**config.mk**
```make
export PLATFORM = sky130hd
export DESIGN_NAME = regfile_sb
export DESIGN_NICKNAME = d
export VERILOG_FILES = /design/src/rtl/regfile_sb.sv
export SDC_FILE = /design/constraint.sdc
export NUM_CORES = 2
export LEC_CHECK = 0
export ABC_CLOCK_PERIOD_IN_PS = 5800
export CAP_MARGIN = 20
export CORE_ASPECT_RATIO = 1.75
export CORE_MARGIN = 1.5
export CORE_UTILIZATION = 65
export DETAILED_ROUTE_END_ITERATION = 10
export DONT_BUFFER_PORTS = 1
export PLACE_DENSITY = 0.81
export SLEW_MARGIN = 5
export SYNTH_ARGS = -nofsm -noshare
export SYNTH_HDL_FRONTEND = slang
export SYNTH_SLANG_ARGS = --single-unit
```
**constraint.sdc**
```tcl
create_clock -name clk -period 5.8 [get_ports clk]
set_input_delay 1.16 -clock clk [delete_from_list [all_inputs] [get_ports clk]]
set_output_delay 1.16 -clock clk [all_outputs]
set_load 0.005 [all_outputs]
```
**src/rtl/regfile_sb.sv**
```systemverilog
`default_nettype none
// ============================================================================
// Module   : regfile_sb
// Brief    : Parametrised register file with write-to-read bypass and a
//            per-register busy scoreboard for RAW hazard detection.
// Revision : 1.0
// ============================================================================
module regfile_sb #(
    parameter int XLEN   = 32,
    parameter int NREGS  = 32,
    parameter int NRD    = 2,
    parameter int BYPASS = 1
) (
    input  logic                      clk,
    input  logic                      rst_n,
    input  logic [NRD*$clog2(NREGS)-1:0] rd_addr,
    output logic [NRD*XLEN-1:0]       rd_data,
    output logic [NRD-1:0]            rd_busy,
    input  logic [$clog2(NREGS)-1:0]  wr_addr,
    input  logic [XLEN-1:0]           wr_data,
    input  logic                      wr_en,
    input  logic [$clog2(NREGS)-1:0]  iss_addr,
    input  logic                      iss_en,
    output logic [$clog2(NREGS):0]    busy_cnt
);

    localparam int AW = $clog2(NREGS);
    localparam logic [AW:0] c_cnt_one = {{AW{1'b0}}, 1'b1};

    logic [XLEN-1:0]  r_regs [NREGS];
    logic [NREGS-1:0] r_busy;
    logic [AW:0]      r_busy_cnt;

    logic w_wr_hit;
    logic w_iss_hit;
    logic w_cnt_inc;
    logic w_cnt_dec;

    assign w_wr_hit  = wr_en  && (wr_addr  != '0);
    assign w_iss_hit = iss_en && (iss_addr != '0);

    // A same-address issue re-sets the bit, so the write-back clear never counts.
    assign w_cnt_inc = w_iss_hit && !r_busy[iss_addr];
    assign w_cnt_dec = w_wr_hit && r_busy[wr_addr] &&
                       !(w_iss_hit && (iss_addr == wr_addr));

    always_ff @(posedge clk) begin
        if (!rst_n) begin
            for (int k = 0; k < NREGS; k++) begin
                r_regs[k] <= '0;
            end
            r_busy     <= '0;
            r_busy_cnt <= '0;
        end else begin
            if (w_wr_hit) begin
                r_regs[wr_addr] <= wr_data;
                r_busy[wr_addr] <= 1'b0;
            end
            if (w_iss_hit) begin
                r_busy[iss_addr] <= 1'b1;
            end
            case ({w_cnt_inc, w_cnt_dec})
                2'b10:   r_busy_cnt <= r_busy_cnt + c_cnt_one;
                2'b01:   r_busy_cnt <= r_busy_cnt - c_cnt_one;
                default: r_busy_cnt <= r_busy_cnt;
            endcase
        end
    end

    assign busy_cnt = r_busy_cnt;

    generate
        for (genvar i = 0; i < NRD; i++) begin : g_rd
            logic [AW-1:0]   w_addr;
            logic            w_fwd;
            logic [XLEN-1:0] w_data;
            logic            w_busy;

            assign w_addr = rd_addr[i*AW +: AW];

            if (BYPASS != 0) begin : g_byp
                assign w_fwd = w_wr_hit && (w_addr == wr_addr);
            end else begin : g_nobyp
                assign w_fwd = 1'b0;
            end

            always_comb begin
                w_data = r_regs[w_addr];
                w_busy = r_busy[w_addr];
                if (w_addr == '0) begin
                    w_data = '0;
                    w_busy = 1'b0;
                end else if (w_fwd) begin
                    w_data = wr_data;
                    w_busy = 1'b0;
                end
            end

            assign rd_data[i*XLEN +: XLEN] = w_data;
            assign rd_busy[i]              = w_busy;
        end
    endgenerate

endmodule
`default_nettype wire

```
==> out/metrics.yaml <==
status: "complete, but fails checks"
violations: "slew limit, setup timing"
crit_fanout: 350
die_x_um: 230
ys_ff_latch: 1062
grt_pass1_vias: 42300
rsz0062_at_grt: "false"
slowest_delay_ns: 0.78
wl_per_cell_um: 40.0
crit_chain: "xnor2_1, nand4_1, nor3_4, buf_4, inv_1, a31oi_1"
cts_buffer_depth: 3
setup_violations: 1
startpoint_type: "input pin"
grt_pass1_wl_um: 301000
synthFlopType: "edfxtp_1"
p_leak_nw: 22.0
cts_tree: "yes"
post_cts_resized: 0
irDropWorstVdd_mv: 0.271
reg2reg_to: "busy_cnt[5]"
syn_to_final_growth_pct: 7.19
firstDrtPassIters: 7
fin_crit_ns: 5.82
async_reset_ff_share_pct: 0
synthCells: 4339
hpwl_um: 127000
hold_path_end: "busy_cnt[5]"
fmax_mhz: 172
cts_root_buf: "clkbuf_16"
grt_util_all_layers_pct: 47.1
hp-start: "busy_cnt[5]"
die_area_um2: 92400
powerDensity_nw_per_um2: 275
worstReg2RegStart: "r_busy[18]"
finalMaxSlewViolations: 277
finClkSkew_ns: 0.00819
grt_max_degree: 368
io_pins: 128
crit_type: "input pin to output port"
antenna_found_initial: 22
htreeDepth: 3
worst-path-buf-inv: 2
hold_buffers: 0
gp_congestion: 0.957
drcViolationCount: 0
syn_area_um2: 58800
layout.nets: 4196
clkLatencyLatePin_ns: 0.73
avgSynthCellArea_um2: 13.6
multi_input_area_um2: 25700
vias: 42500
synth_cell_types: 72
path_clk_slew_ns: 0.07
hold_path_class: "flop to flop"
hold_viol: 0
relSlewSlack_pct: -48.5
maxCapViolations: 0
swShare_pct: 25.0
hold_path_depth: 2
worst_ep_arrival_time_ns: 4.66
gr-total-overflow: 0
power_w: 0.0174
cts_sinks: 1062
clkPwrFrac_pct: 36.2
first_iter_violations: 7595
internal_power_w: 0.0130
final_core_util_pct: 70.5
fin_crit_sh_pct: 100
dieHeight_um: 401
worst-endpoint-required_ns: 4.64
worst_pin_slew_ns: 2.23
drive_gt1_share_pct: 17.8
synth-edff-count: 1024
fillers: 5830
p_seq_share_pct: 52.1
core_area_um2: 89400
wirelength_um: 216000
port_buffers: 0
r2r_cells: 12
initial_core_util_pct: 65.8
cp_top_family: "simple AND/OR/NAND/NOR gates"
reg2reg_slack_ns: 2.16
register_area_um2: 31500
num_rows: 145
crit_path_end_kind: "output port"
antenna_left: 0
cts-buffers-inserted: 93
avgViaCountPerCell: 7.88
ys_seq_area_share_pct: 53.6
fin_ws_ns: -0.0186
ys_warn_count: 0
p_switching_w: 0.00433
cp_slowest_cell: "nor3_4"
p_comb_share_pct: 11.7
postCtsSetupBuffers: 0
[synth_stat cells, drive strengths merged (52+ instances only)]
| master | instances | area share, % |
|---|---|---|
| edfxtp | 1024 | 52 |
| and2 | 1012 | 11 |
| mux2i | 387 | 6.6 |
| mux4 | 358 | 14 |
| clkbuf | 317 | 2.0 |
| o21ai | 173 | 1.5 |
| a221oi | 146 | 2.2 |
| buf | 145 | 1.7 |
| a21oi | 128 | 1.1 |
| nor2 | 79 | 0.52 |
| nand2 | 53 | 0.34 |
| a22oi | 52 | 0.66 |
[power by group through the flow]
stage	Clock (W)	Combinational [W]	Sequential [W]
5_1_grt	0.00649	0.00201	0.00909
6_report	0.00628	0.00202	0.00905
2_1_floorplan	0	0.00149	0.00914
4_1_cts	0.00622	0.00189	0.00904
3_5_place_dp	0	0.00188	0.00920
3_3_place_gp	0	0.00186	0.00915
[worst min-delay path, cell delays in order, from the launching register on]
cell and delay, ns:
dfxtp_1 0.33, nand2_1 0.06, mux2i_1 0.05
[layout by cell type (no fill, tap or decap), types with 52 or more instances in the layout]
cell / synthesis / routed
a221oi_1: 142 / 142
mux4_2: 358 / 358
buf_4: 50 / 113
o21ai_0: 168 / 139
clkbuf_16: 0 / 96
mux2i_1: 387 / 387
edfxtp_1: 1024 / 1024
and2_1: 1011 / 1009
a21oi_1: 128 / 128
a22oi_1: 52 / 52
[metrics by stage]
stage / worst slack, ns / cell area, µm² / setup TNS, ns / hold slack, ns / instances
5_1_grt: 0.322 / 63000 / 0 / 0.531 / 5387
3_5_place_dp: 0.942 / 60000 / 0 / 0.491 / 5212
3_3_place_gp: 0.973 / 60000 / 0 / 0.474 / 5212
2_1_floorplan: 0.948 / 58900 / 0 / 0.459 / 4370
6_report: -0.0186 / 63100 / -0.0186 / 0.496 / 5398
4_1_cts: 0.945 / 63000 / 0 / 0.495 / 5380
[layer usage]
layer  wire [µm]  GRT usage [%]  up-vias  share of wire [%]
li1            -              -    16200                  -
met3       33700           18.2     1433                 16
met1       61700           52.3    20600                 29
met2       96600           69.9     4250                 45
met5         184              0        -              0.085
met4       23700           42.5       26                 11
[area by class of cell]
| class | count | area share [%] |
|---|---|---|
| Clock inverter | 56 | 0.760 |
| Multi-Input combinational cell | 2801 | 40.8 |
| Sequential cell | 1062 | 50.0 |
| Clock buffer | 112 | 3.92 |
| Timing Repair Buffer | 131 | 1.90 |
| Inverter | 45 | 0.268 |
| Antenna cell | 15 | 0.0595 |
| Tap cell | 1176 | 2.33 |
[registers in the layout, summed over array words and instances, names as in the netlist]
register and cells:
r_busy 32, busy_cnt 6, r_regs 1024
[worst max-delay path by stage]
stage	slack, ns	from	cells after the start	endpoint
detailed placement	0.94	wr_addr[2]	7	rd_data[21]
CTS	0.95	wr_addr[2]	7	rd_data[21]
finish	-0.02	rd_addr[5]	6	rd_data[47]
global placement	0.97	wr_addr[2]	7	rd_data[21]
global route	0.32	rd_addr[5]	6	rd_data[47]
floorplan	0.95	wr_addr[1]	5	r_regs[11][0]
[cell families after synthesis]
logic type,after synthesis,share of synthesized area [%]
buffers and inverters,507,4.02
adders and majority gates,6,0.140
xor gates and xnor gates,17,0.253
and+or+nand+nor,1289,13.1
other,1,0.00638
DFF,1062,53.6
muxes,753,20.4
AOI/OAI and AO/OA,704,8.43
Power figures use the tool's default switching activity.
